$ cat src/rtl/input_flow_handler_mc.sv
// input_flow_handler_mc: per-lane two-phase diff-pair token decode, buffering, release and skew check; zero-latency bypass under INPUT_FLOW_BYPASS_EN
module input_flow_handler_mc #(
  parameter int CHANNELS = 4,
  parameter int DEPTH = 4,
  parameter int SKEW_MAX = 3,
  localparam int CW = $clog2(DEPTH+1)
) (
  input  logic                   clka,
  input  logic                   rsta,
  input  logic [CHANNELS-1:0]    diff_pair_p,
  input  logic [CHANNELS-1:0]    diff_pair_n,
  input  logic [CHANNELS-1:0]    pipe_stall,
  input  logic                   err_clear,
  output logic [CHANNELS-1:0]    pipe_en,
  output logic [CHANNELS-1:0]    lane_full,
  output logic [CHANNELS-1:0]    skew_error,
  output logic [CHANNELS*CW-1:0] pending
);
  localparam int SW = $clog2(SKEW_MAX+1);
  for (genvar i = 0; i < CHANNELS; i++) begin : g_lane
    logic          r_p, r_n, r_err;
    logic [CW-1:0] r_cnt;
    logic [SW-1:0] r_skew;
    logic          w_tp, w_tn, w_token, w_half, w_accept, w_rel, w_byp;
    // Phase decode against expected levels; accept/release use registered count only
    always_comb begin
      w_tp = diff_pair_p[i] ^ r_p;
      w_tn = diff_pair_n[i] ^ r_n;
      w_token = w_tp & w_tn;
      w_half = w_tp ^ w_tn;
      w_accept = w_token & (r_cnt < CW'(DEPTH));
      w_rel = (r_cnt != '0) & ~pipe_stall[i];
`ifdef INPUT_FLOW_BYPASS_EN
      w_byp = w_token & (r_cnt == '0) & ~pipe_stall[i];
`else
      w_byp = 1'b0;
`endif
    end
    assign pipe_en[i] = w_rel | w_byp;
    assign lane_full[i] = r_cnt == CW'(DEPTH);
    assign skew_error[i] = r_err;
    assign pending[i*CW +: CW] = r_cnt;
    // Expected levels flip on accept; bypassed tokens skip the counter; skew counter saturates while HALF
    always_ff @(posedge clka or negedge rsta) begin
      if (!rsta) begin
        r_p <= 1'b1;
        r_n <= 1'b0;
        r_cnt <= '0;
        r_skew <= '0;
        r_err <= 1'b0;
      end else begin
        if (w_accept) begin
          r_p <= ~r_p;
          r_n <= ~r_n;
        end
        r_cnt <= r_cnt + CW'(w_accept & ~w_byp) - CW'(w_rel);
        r_skew <= (err_clear | ~w_half) ? '0 : (r_skew == SW'(SKEW_MAX)) ? r_skew : r_skew + 1'b1;
        r_err <= err_clear ? 1'b0 : r_err | (w_half & (r_skew == SW'(SKEW_MAX)));
      end
    end
  end
endmodule
$ cat config.mk
export PLATFORM = sky130hd
export DESIGN_NAME = input_flow_handler_mc
export DESIGN_NICKNAME = d
export VERILOG_FILES = /design/src/rtl/input_flow_handler_mc.sv
export SDC_FILE = /design/constraint.sdc
export NUM_CORES = 1
export LEC_CHECK = 0
export CORE_MARGIN = 2
export CORE_UTILIZATION = 53
export CTS_BUF_LIST = sky130_fd_sc_hd__clkbuf_4 sky130_fd_sc_hd__clkbuf_8 sky130_fd_sc_hd__clkbuf_16
export CTS_CLUSTER_SIZE = 8
export DETAILED_ROUTE_END_ITERATION = 12
export MAX_ROUTING_LAYER = met4
export PLACE_DENSITY = 0.94
export SLEW_MARGIN = 20
export SYNTH_ARGS = -nofsm -noshare
export SYNTH_HDL_FRONTEND = slang
export SYNTH_SLANG_ARGS = --single-unit
$ cat constraint.sdc
create_clock -name clka -period 5 [get_ports clka]
set_input_delay 0.75 -clock clka [delete_from_list [all_inputs] [get_ports clka]]
set_output_delay 0.75 -clock clka [all_outputs]
set_load 0.01 [all_outputs]
==> results.txt, run 1 <==
----------------------------------------------------
[Clocking]
  Post-CTS Resized ... 0
  Root buffer selected by CTS ... clkbuf_4
  Number of clock buffers inserted by TritonCTS ... 5
  Number of buffers added for setup after CTS ... 0
  Number of clock sinks ... 32
  Hold buffer count at cts ... 0
  Worst-skew pair later-pin latency ... around 0.32 ns
  H-tree depth ... 2
  TritonCTS clock tree ... built
  Clock buffer depth ... 2
  Clock-pin slew on the worst setup and hold paths ... around 0.10 ns

[GRT]
  Antenna violations before repair ... 0
  Wire length of the first global-routing pass ... between 4000 and 5000 um
  Global routing usage summed across all routing layers ... 0.186
  Largest net degree at the start of global routing ... 33
  Vias in the first global route ... around 1100
  Gr ovfl total ... 0

[Setup path]
  Kind of capture point of the worst setup path ... register
  Biggest fanout along the worst timing path ... 3
  Library cell appearing most often on the critical path ... ha_1
  Ordered list of cells on the worst path ... clkdlybuf4s50_1 > xor2_1 > ha_1 > nand2b_1 > ha_1 > inv_1 > ha_1 > inv_1 > fa_1 > xnor2_1 > xnor2_1
  WP data required ... 5.24 ns
  Critical path launch point type ... input pin
  Library cell contributing the largest single delay on the critical path ... clkdlybuf4s50_1
  Arrival @ worst endpoint ... 2.92 ns
  Critical Setup Path Class ... in -> reg
  Worst reg2reg path depth ... 10
  CP peak stage delay ... roughly 0.47 ns

[Final layout]
  Number of fill cells ... 240
  Sequential standard cell area ... about 800 um^2
  Area of combinational cells with multiple inputs ... ~750 um^2
  Number of nets in the finished design ... between 200 and 250
  Final cell utilization of the core ... 0.691
  Area delta synth->final ... 25.3%
  Number of antenna repair diodes ... 0
  Count of placed standard cells in the final layout, fillers left out ... about 210
  Fraction of final layout cells with drive strength greater than 1 ... 0.0674

[Synth]
  Mapped Cells ... 140
  Number of distinct library cell variants in the gate-level netlist after synthesis ... 14
  Net count after synthesis ... 175
  Adder-cell share of the synthesized area ... 0.169
  Number of synthesized register bits ... 32
  Sequential cell area fraction in the yosys report ... 0.486
  Top cells by area in the synthesized netlist ... dfrtp_1 (42%), ha_1 (12%), xnor2_1 (7.9%), xor2_1 (6.9%), dfstp_2 (6.3%)
  Commonest cells in the netlist ... dfrtp_1 (28), ha_1 (16), nor2_1 (16)
  Simple-gate area share of the yosys netlist ... 0.0967
  Count leader, synth ... dfrtp_1
  Avg Inst Size Synth ... 11.8 um^2
  Portion of netlist area occupied by mux cells ... 0.0242
  Cell type with the highest aggregate area in the netlist ... dfrtp_1
  Number of synthesized flops with an enable pin ... 0
  Cell area after technology mapping ... between 1500 and 2000 um^2
  Area fraction in compound gates after synthesis ... 0.0121
  Ys async rst share ... 1.00
  Most frequently used flop master after synthesis ... dfrtp_1
  XOR/XNOR share of the synthesized area ... 0.148
  Portion of synthesized cell area occupied by the leading cell type ... 0.423
  Count of yosys warnings during synthesis ... 0
  Largest family of logic cells by synthesized area ... adder cells

[Routing]
  DRC violation count after routing ... 0
  First-iteration detailed-routing DRC count ... 28
  Detailed-route via count ... ~1100
  Post-route antenna net violation count ... 0
  Detailed Routing Iterations Pass 1 ... 4
  Routed vias/inst ... 5.03
  Routed wirelength normalized by instance count ... ~13 um
  Wire length reported by the detailed router ... 2710 um

[Outcome]
  Outcome ... completed

[Die]
  Count of boundary I/O pins ... 39
  Die area ... roughly 3600 um^2
  Floorplan die height ... approximately 60 um
  Core region area ... between 3000 and 4000 um^2
  DIE WIDTH ... about 60 um
  Starting density of the core ... 0.552
  Number of rows in the core area ... 20

[STA]
  Setup skew after layout ... 0.0114 ns
  Upper clock frequency limit ... 0.373 GHz
  Max-slew headroom ... 0.737
  Crit share post-route ... 0.536
  Minimum clock period after layout ... about 2.7 ns
  Actual transition at the worst max-transition pin ... approximately 0.39 ns
  Max-slew violation total from the final report ... 0
  Final setup TNS ... 0 ns
  Unrepaired setup endpoints after global routing ... false
  Number of endpoints failing setup at the final stage ... 0
  Hold violation total from the final report ... 0

[Power]
  Largest vdd supply drop ... 368 uV
  Combinational cell fraction of total power ... 0.512
  Relative contribution of the clock network to total power ... 0.102
  Leak ... roughly 0.00095 uW
  Int Pwr ... 815 uW
  Switching power of the nets ... 490 uW
  Power per cell area ... 629 nW/um^2
  Fraction of power consumed by sequential logic ... 0.386
  Sw Ratio ... 0.376

[Place]
  Dpl hpwl ... around 2200 um
  Port Buffer Count ... 38
  GP Congestion ... 0.749
  Cell Count Post-Placement ... roughly 200

[Job]
  Total of max-cap violations ... 0

[Hold path]
  Cells on Worst Hold Path ... 1
  Worst min-delay path class ... reg -> reg

----------------------------------------------------
[worst paths after layout]
| path | from | end | slack [ns] |
|---|---|---|---|
| max | diff_pair_n[3] | g_lane[3].r_cnt[2] | 2.32 |
| min | g_lane[1].r_n | g_lane[1].r_n | 0.50 |
| max reg2reg | g_lane[2].r_p | g_lane[2].r_cnt[2] | 2.68 |
| min reg2reg | g_lane[1].r_n | g_lane[1].r_n | 0.50 |
| max in group asynchronous | rsta | g_lane[3].r_p | 3.85 |
| min in group asynchronous | rsta | g_lane[1].r_cnt[0] | 0.81 |
[cells in the final DEF (no fill, tap or decap)]
cell type / count
mux2i_1: 4
inv_1: 12
dfstp_2: 4
xnor2_1: 15
nor3_1: 4
nor3b_1: 4
clkinv_2: 1
dfrtp_1: 28
a21oi_1: 4
xor2_1: 13
nand2b_1: 8
clkinvlp_4: 1
nor2_1: 16
buf_4: 1
fa_1: 4
clkbuf_4: 5
clkdlybuf4s50_1: 38
ha_1: 16
[per-stage QoR]
stage	worst slack, ns	hold WS (ns)	cell area, um^2	total power [uW]
global placement	2.06	0.475	2030	1130
finish	2.32	0.497	2080	1300
global route	2.20	0.511	2080	1440
detailed placement	1.97	0.484	2030	1190
CTS	2.30	0.501	2080	1330
floorplan	2.60	0.454	1660	926
[layout make-up]
class / count / area share
Sequential cell: 32 / 0.388
Inverter: 12 / 0.0217
Clock buffer: 5 / 0.0181
Multi-Input combinational cell: 88 / 0.359
Clock inverter: 2 / 0.00603
Tap cell: 33 / 0.0199
Timing Repair Buffer: 39 / 0.187
[per-layer routing]
| metal | GRT usage | routed length [um] | up-vias |
|---|---|---|---|
| li1 | - | - | 510 |
| met1 | 0.197 | 1040 | 533 |
| met2 | 0.329 | 1530 | 19 |
| met3 | 0.0693 | 131 | 0 |
| met4 | 0.0413 | 0 | 0 |
| met5 | - | 0 | - |
[state kept, by name, indices dropped and copies added (netlist names)]
| register | cells |
|---|---|
| g_lane.r_cnt | 12 |
| g_lane.r_skew | 8 |
| g_lane.r_err | 4 |
| g_lane.r_n | 4 |
| g_lane.r_p | 4 |
[power groups by stage]
stage / registers (uW) / clock network [uW] / logic, uW
5_1_grt: 522 / 155 / 761
4_1_cts: 507 / 139 / 685
6_report: 504 / 133 / 668
2_1_floorplan: 514 / 0 / 413
3_3_place_gp: 501 / 0 / 625
3_5_place_dp: 512 / 0 / 675
[logic make-up after synthesis]
kind of cell | Yosys count
mux | 4
fa+ha+maj | 20
flops | 32
simple gates | 32
xor+xnor | 28
compound gates | 4
buf+inv | 20
[critical path, delay by kind of cell]
family	cells	cell delay, ns
adders and majority gates	4	0.99
buffers and inverters	3	0.57
xor gates and xnor gates	3	0.48
and+or+nand+nor	1	0.12
Note: power is estimated with default switching activity, not from simulation.
==> run 2, diff against run 1 <==
--- a/config.mk
+++ b/config.mk
@@ -6,12 +6,12 @@
 export NUM_CORES = 1
 export LEC_CHECK = 0
 export CORE_MARGIN = 2
-export CORE_UTILIZATION = 53
+export CORE_UTILIZATION = 44
 export CTS_BUF_LIST = sky130_fd_sc_hd__clkbuf_4 sky130_fd_sc_hd__clkbuf_8 sky130_fd_sc_hd__clkbuf_16
 export CTS_CLUSTER_SIZE = 8
 export DETAILED_ROUTE_END_ITERATION = 12
 export MAX_ROUTING_LAYER = met4
-export PLACE_DENSITY = 0.94
+export PLACE_DENSITY = 0.85
 export SLEW_MARGIN = 20
 export SYNTH_ARGS = -nofsm -noshare
 export SYNTH_HDL_FRONTEND = slang
==> constraint.sdc (replaced) <==
create_clock -name clka -period 2.4 [get_ports clka]
set_input_delay 0.36 -clock clka [delete_from_list [all_inputs] [get_ports clka]]
set_output_delay 0.36 -clock clka [all_outputs]
set_load 0.01 [all_outputs]
==> run 2 against run 1 <==
Register-to-register slack worse by 2.6 ns. Non-clock buffer count up 4. Global-route usage down 1.5 points. Sequential share of layout area shrank 2.8 points. Critical path type unchanged. Critical path depth is 1 lower. Design area is 7.7% higher. Clock power rose to 3.3 times the previous value. Sequential power rose by 110%. Hold slack got worse by 0.015 ns. Clock skew shrank 0.0055 ns. Core utilization shrank 7.6 points. Combinational power is 130% higher. Highest routed layer is now met4.
==> results.txt, run 2 (synthesis gave the netlist of run 1 again) <==
----------------------------------------------------
[Hold path]
  Worst min-delay path class ... in -> async

[Place]
  Port Buffer Count ... 38
  Area after DPL ... 2070 um^2
  GP Congestion ... between 0.7 and 0.8
  Dpl hpwl ... between 2000 and 2500 um

[Routing]
  Routed vias/inst ... around 4.7
  Detailed-route via count ... 1097
  Wire length reported by the detailed router ... ~3200 um
  DRC violation count after routing ... 0
  Post-route antenna net violation count ... 0
  First-iteration detailed-routing DRC count ... 16
  Detailed Routing Iterations Pass 1 ... 4
  Routed wirelength normalized by instance count ... between 10 and 15 um

[Power]
  Largest vdd supply drop ... 367 uV
  Power per cell area ... 1370 nW/um^2
  Leak ... around 0.0010 uW

[Final layout]
  Most flops, register ... g_lane.r_cnt
  Number of antenna repair diodes ... 0
  Post-route design area ... 2230 um^2
  Commonest non-fill, non-tap cells in the layout ... clkdlybuf4s50_1 (34), dfrtp_1 (28), nor2_1 (16)
  Most frequent standard cell in the layout excluding fill and tap cells ... clkdlybuf4s50_1
  Number of nets in the finished design ... around 220
  Max FFs per register ... 12
  Area delta synth->final ... 34.9%
  Fraction of final layout cells with drive strength greater than 1 ... 0.164
  Largest registers ... g_lane.r_cnt x12, g_lane.r_skew x8

[Clocking]
  Clock-pin slew on the worst setup and hold paths ... 0.06 ns
  Clock buffer depth ... 2
  Number of clock buffers inserted by TritonCTS ... 5
  Number of clock sinks ... 32
  Root buffer selected by CTS ... clkbuf_8
  H-tree depth ... 2
  Worst-skew pair later-pin latency ... 0.28 ns
  Number of buffers added for setup after CTS ... 0
  Hold buffer count at cts ... 0
  TritonCTS clock tree ... built

[STA]
  Number of endpoints failing setup at the final stage ... 0
  Hold violation total from the final report ... 0
  Upper clock frequency limit ... 0.438 GHz
  Max-slew violation total from the final report ... 0
  Final setup TNS ... 0 ns
  Crit share post-route ... 0.952
  Minimum clock period after layout ... 2.28 ns
  Unrepaired setup endpoints after global routing ... true
  Actual transition at the worst max-transition pin ... 0.407 ns
  Setup skew after layout ... between 0.005 and 0.006 ns
  Max-slew headroom ... 0.729

[Die]
  Number of rows in the core area ... 22
  Starting density of the core ... 0.456
  Core region area ... 3630 um^2
  Die area ... 4270 um^2
  Floorplan die height ... between 60 and 70 um
  Count of boundary I/O pins ... 39
  DIE WIDTH ... 65.4 um

[Setup path]
  Library cell appearing most often on the critical path ... ha_1
  CP peak stage delay ... just under 0.5 ns
  Arrival @ worst endpoint ... 2.44 ns
  Kind of capture point of the worst setup path ... register
  Biggest fanout along the worst timing path ... 2
  Library cell contributing the largest single delay on the critical path ... clkdlybuf4s50_1
  Critical path launch point type ... input pin
  Ordered list of cells on the worst path ... clkdlybuf4s50_1 > xor2_1 > ha_1 > nand2b_1 > ha_1 > inv_1 > ha_1 > fa_1 > xor2_1 > xnor2_1
  Critical Setup Path Class ... in -> reg
  WP data required ... 2.56 ns

[GRT]
  Wire length of the first global-routing pass ... about 5300 um
  Vias in the first global route ... roughly 1200
  Largest net degree at the start of global routing ... 33
  Antenna violations before repair ... 0
  Global routing usage summed across all routing layers ... 0.171
  Gr ovfl total ... 0

[Job]
  Total of max-cap violations ... 0

[Outcome]
  Outcome ... completed

----------------------------------------------------
run 2: routing by layer:
layer / routed length [um] / up-vias / global-route usage
met4: 85 / 0 / 0.0938
met5: 0 / - / -
met3: 112 / 9 / 0.0308
li1: - / 519 / -
met2: 1790 / 27 / 0.305
met1: 1190 / 542 / 0.178
run 2: critical path, delay by kind of cell:
| family | cells | cell delay, ns |
|---|---|---|
| buf+inv | 2 | 0.53 |
| fa+ha+maj | 4 | 1.01 |
| simple gates | 1 | 0.08 |
| xor+xnor | 3 | 0.47 |
run 2: final cells by class:
cell class                 count  area, um^2
tap                           48        60.1
clock buffer                   8        97.6
fill                         280        1400
multi-input combinational     88         798
sequential                    32         806
inverter                      12        45.0
timing repair buffer          43         428
run 2: final timing paths:
path | start | to | slack (ns) | cells past startpoint
hold reg to reg | g_lane[1].r_err | g_lane[1].r_err | 0.49 | 2
setup reg to reg | g_lane[2].r_p | g_lane[2].r_cnt[2] | 0.13 | 10
max in group asynchronous | rsta | g_lane[3].r_p | 1.59 | 2
min in group clka | g_lane[1].r_err | g_lane[1].r_err | 0.49 | 2
setup / recovery | diff_pair_p[1] | g_lane[1].r_cnt[2] | 0.12 | 10
hold / removal | rsta | g_lane[3].r_skew[0] | 0.48 | 2
run 2: report_power, final:
part	internal, uW	switching [uW]	total [uW]
clock network	256	187	443
registers	816	266	1080
logic	876	659	1530
run 2: through the flow:
step / utilization / hold slack (ns) / worst slack [ns] / total power [uW] / cells
after floorplan: - / 0.0644 / 0.225 / 1930 / 140
after global placement: 0.571 / 0.475 / -0.0891 / 2380 / 223
after detailed placement: 0.571 / 0.481 / -0.214 / 2540 / 223
after CTS: 0.598 / 0.491 / 0.0705 / 2990 / 231
after global routing: 0.615 / 0.510 / -0.0166 / 3330 / 231
final: 0.615 / 0.482 / 0.115 / 3060 / 231
run 2: what timing repair did:
item,CTS,global route
hold endpoints to repair,0,0
resized for setup,0,17
endpoints found under the setup margin,0,3
==> RTL edit 1: new RTL, flow settings as in run 1 <==
`DEPTH`: 4 -> 2.
--- a/src/rtl/input_flow_handler_mc.sv
+++ b/src/rtl/input_flow_handler_mc.sv
@@ -3,3 +3,3 @@
   parameter int CHANNELS = 4,
-  parameter int DEPTH = 4,
+  parameter int DEPTH = 2,
   parameter int SKEW_MAX = 3,
Ports: changed (resized pending); port bits go from 39 to 35. The function was not compared with the original's and may differ.
==> RTL edit 1 against run 1 <==
- design area decreased by 13%
- register-to-register slack better by 0.39 ns
- first-iteration DRC count fell by 64%
- synthesized area shrank 11%
- routed wire length fell by 12%
- sequential cell count is 4 lower
- clock power fell by 32%
- fmax increased by 2.8%
- power decreased by 16%
- die area fell by 11%
- synthesized cell count shrank 11%
- worst setup slack better by 0.073 ns
- largest power group unchanged
==> RTL edit 1: results <==
<?xml version="1.0" encoding="UTF-8"?>
<metrics>
  <group name="detailed_routing">
    <metric name="routed_wire_length_per_instance" unit="um">12.9</metric>
    <metric name="met2_wirelength" unit="um">1290</metric>
    <metric name="routed_vias" unit="">900</metric>
    <metric name="detail_route.first_pass.iterations" unit="">3</metric>
    <metric name="met3_length" unit="um">76</metric>
  </group>
  <group name="logic_synthesis">
    <metric name="synth.net_count" unit="">155</metric>
    <metric name="synth_area_leaders" unit="">sky130_fd_sc_hd__dfrtp_1 (41%), sky130_fd_sc_hd__ha_1 (14%), sky130_fd_sc_hd__xnor2_1 (9.6%)</metric>
    <metric name="post_synth_num_cell_types" unit="">13</metric>
    <metric name="synth_sequential_area_ratio" unit="%">48.1</metric>
    <metric name="syn-instance-count" unit="">124</metric>
  </group>
  <group name="setup_path">
    <metric name="startpoint" unit="">pipe_stall[2]</metric>
    <metric name="reg2reg_slack" unit="ns">3.07</metric>
    <metric name="crit-reg2reg-launch" unit="">g_lane[1].r_p</metric>
    <metric name="worst_ep_arrival_time" unit="ns">1.86</metric>
    <metric name="r2r_cells" unit="">8</metric>
    <metric name="reg2reg_to" unit="">g_lane[1].r_cnt[1]</metric>
    <metric name="setup.worst_path.end" unit="">pipe_en[2]</metric>
    <metric name="critPathMaxFanout" unit="">2</metric>
    <metric name="slowest_delay" unit="ns">0.56</metric>
  </group>
  <group name="pwr">
    <metric name="vdd_drop_max" unit="V">0.000424</metric>
  </group>
  <group name="clocking">
    <metric name="cts.htree.levels" unit="">1</metric>
    <metric name="cts_clk_pin_slew_worst_paths" unit="ns">0.15</metric>
  </group>
  <group name="global_routing">
    <metric name="grt_first_pass_wirelength" unit="um">4190</metric>
    <metric name="grt_pass1_vias" unit="">931</metric>
    <metric name="track_usage" unit="%">17.7</metric>
  </group>
  <group name="min_path">
    <metric name="hold_path_end" unit="">g_lane[0].r_n</metric>
    <metric name="min-delay-start" unit="">g_lane[0].r_n</metric>
  </group>
  <group name="timing">
    <metric name="slew-limit-headroom" unit="%">76.9</metric>
    <metric name="fin_worst_hold_slack" unit="ns">0.499</metric>
  </group>
  <group name="layout">
    <metric name="drive_gt1_share" unit="%">7.79</metric>
    <metric name="top_flop_regs" unit="">g_lane.r_cnt x8, g_lane.r_skew x8</metric>
  </group>
  <group name="run_status">
    <metric name="run_status" unit="">finished, final reports clean</metric>
  </group>
  <group name="placement">
    <metric name="portBuffers" unit="">34</metric>
    <metric name="gpl.final_weighted_congestion" unit="">0.715</metric>
    <metric name="dp_slack" unit="ns">2.37</metric>
    <metric name="placed_cell_area" unit="um^2">1790</metric>
  </group>
</metrics>
[RTL edit 1: changes by cell type after synthesis]
cell                       before  now
sky130_fd_sc_hd__xnor2_1       15   16
sky130_fd_sc_hd__xor2_1        13   12
sky130_fd_sc_hd__nor2b_1        0    4
sky130_fd_sc_hd__nor2_1        16   20
sky130_fd_sc_hd__nand2b_1       8    4
sky130_fd_sc_hd__nor3b_1        4    0
sky130_fd_sc_hd__nor3_1         4    0
sky130_fd_sc_hd__fa_1           4    0
sky130_fd_sc_hd__dfrtp_1       28   24
sky130_fd_sc_hd__inv_1         12    4
sky130_fd_sc_hd__nand2b_4       0    4
[RTL edit 1: power breakdown]
part           leakage [nW]  internal [W]  switching (W)
combinational         0.486      0.000335       0.000250
clock                0.0138     0.0000282      0.0000629
sequential            0.346      0.000337      0.0000857
[RTL edit 1: logic make-up after synthesis]
| kind of cell | count (synthesis) | synth area share [%] |
|---|---|---|
| AOI/OAI and AO/OA | 4 | 1.37 |
| xor gates and xnor gates | 28 | 16.7 |
| adders and majority gates | 16 | 13.7 |
| buffers and inverters | 12 | 5.12 |
| DFF | 28 | 48.1 |
| muxes | 4 | 2.73 |
| and+or+nand+nor | 32 | 12.3 |
[RTL edit 1: layer usage]
metal	global-route usage, %	vias up
li1	-	448
met1	20.8	433
met2	30.6	17
met3	3.23	2
met4	6.12	0
met5	-	-
[RTL edit 1: final cells by class]
cell class                 count  area [um^2]  area share (%)
clock buffer                   3         22.5            1.24
tap                           31         38.8            2.14
inverter                       4         15.0           0.827
sequential                    28          706            38.9
timing repair buffer          35          348            19.2
multi-input combinational     84          686            37.8
==> RTL edit 2: new RTL, settings of run 1 <==
Made on the original files. Make the reset (`rsta`) synchronous in one clocked block.
--- a/src/rtl/input_flow_handler_mc.sv
+++ b/src/rtl/input_flow_handler_mc.sv
@@ -43,3 +43,3 @@
     // Expected levels flip on accept; bypassed tokens skip the counter; skew counter saturates while HALF
-    always_ff @(posedge clka or negedge rsta) begin
+    always_ff @(posedge clka) begin
       if (!rsta) begin
Formal check against the unedited RTL: differs if rsta is asserted again (counterexample within 4 cycles, from zero or initial values and one cycle with rsta low); with rsta held inactive, the same outputs for 10 cycles.
==> RTL edit 2 against run 1 <==
- power decreased by 7.6%
- worst setup slack worse by 0.063 ns
- design area hardly changed
- sequential cell count unchanged
- synthesized area down 0.15%
- routed wire length down 4.8%
- utilization about the same
- final cell count rose by 12%
- highest routed layer is now met4
==> RTL edit 2: results <==
<?xml version="1.0" encoding="UTF-8"?>
<metrics>
  <group name="run_status">
    <metric name="run_status" unit="">finished, final reports clean</metric>
  </group>
  <group name="timing">
    <metric name="worst-slew-pin-transition" unit="ns">0.690</metric>
    <metric name="finalWorstSetupSlack" unit="ns">2.26</metric>
    <metric name="fin_worst_hold_slack" unit="ns">0.485</metric>
  </group>
  <group name="global_routing">
    <metric name="gr-usage-met2" unit="%">25.5</metric>
    <metric name="track_usage" unit="%">17.5</metric>
    <metric name="grt_pass1_vias" unit="">1049</metric>
    <metric name="grt_start_max_net_pins" unit="">23</metric>
  </group>
  <group name="placement">
    <metric name="placed_cell_area" unit="um^2">2010</metric>
    <metric name="gpl.final_weighted_congestion" unit="">0.739</metric>
    <metric name="dp_slack" unit="ns">1.87</metric>
    <metric name="place.detailed.hpwl" unit="um">1940</metric>
  </group>
  <group name="logic_synthesis">
    <metric name="synth_area_leaders" unit="">sky130_fd_sc_hd__dfxtp_1 (39%), sky130_fd_sc_hd__ha_1 (12%), sky130_fd_sc_hd__xor2_1 (7.9%)</metric>
    <metric name="synth_sequential_area_ratio" unit="%">38.7</metric>
    <metric name="post_synth_num_cell_types" unit="">21</metric>
    <metric name="synth.net_count" unit="">202</metric>
    <metric name="ys_top_cells_by_count" unit="">sky130_fd_sc_hd__dfxtp_1 (32), sky130_fd_sc_hd__ha_1 (16), sky130_fd_sc_hd__nor2_1 (16)</metric>
    <metric name="post_synth.cell_area_avg" unit="um^2">9.90</metric>
    <metric name="synthXorXnorAreaFrac" unit="%">12.7</metric>
    <metric name="synth_compound_area_share" unit="%">1.21</metric>
    <metric name="dominantRegCellSynth" unit="">sky130_fd_sc_hd__dfxtp_1</metric>
  </group>
  <group name="min_path">
    <metric name="hold-path-cell-count" unit="">2</metric>
    <metric name="min-delay-start" unit="">g_lane[3].r_err</metric>
    <metric name="hold_path_end" unit="">g_lane[3].r_err</metric>
  </group>
  <group name="detailed_routing">
    <metric name="routed_wire_length_per_instance" unit="um">10.9</metric>
    <metric name="met3_length" unit="um">169</metric>
    <metric name="routed_wl" unit="um">2570</metric>
    <metric name="routed_vias" unit="">1137</metric>
    <metric name="met2_wirelength" unit="um">1180</metric>
    <metric name="highest_layer" unit="">met4</metric>
  </group>
  <group name="setup_path">
    <metric name="setup.worst_path.end" unit="">g_lane[3].r_cnt[2]</metric>
    <metric name="critPathMaxFanout" unit="">4</metric>
    <metric name="startpoint" unit="">diff_pair_p[3]</metric>
    <metric name="crit-reg2reg-launch" unit="">g_lane[3].r_p</metric>
    <metric name="worst_ep_arrival_time" unit="ns">2.97</metric>
    <metric name="reg2reg_slack" unit="ns">2.78</metric>
  </group>
  <group name="pwr">
    <metric name="power_switching_share" unit="%">35.2</metric>
    <metric name="vdd_drop_max" unit="V">0.000296</metric>
  </group>
  <group name="clocking">
    <metric name="cts-buffers-inserted" unit="">5</metric>
    <metric name="clock_latency" unit="ns">0.33</metric>
  </group>
  <group name="layout">
    <metric name="drive_gt1_share" unit="%">7.88</metric>
    <metric name="finalNetCount" unit="">237</metric>
  </group>
</metrics>
==> RTL edit 2: cell types whose count changed after synthesis, sizes merged, moves of 3 or more <==
| cell | before | now |
|---|---|---|
| dfstp | 4 | 0 |
| nand2 | 0 | 8 |
| dfrtp | 28 | 0 |
| xnor2 | 15 | 9 |
| and2 | 0 | 15 |
| or2 | 0 | 4 |
| dfxtp | 0 | 32 |
| nand2b | 8 | 5 |
| nand3 | 0 | 4 |
==> RTL edit 2: cell type report <==
cell class / instances / area (um^2)
Timing Repair Buffer: 38 / 380
Multi-Input combinational cell: 114 / 905
Clock buffer: 8 / 66.3
Tap cell: 33 / 41.3
Fill cell: 238 / 928
Sequential cell: 32 / 641
Inverter: 11 / 41.3
==> RTL edit 2: power by group through the flow <==
stage	Combinational (W)	Clock, W	Sequential, W
final	0.000621	0.000163	0.000421
after global routing	0.000711	0.000178	0.000437
after CTS	0.000631	0.000169	0.000423
after detailed placement	0.000627	0	0.000428
after global placement	0.000611	0	0.000424
after floorplan	0.000434	0	0.000431
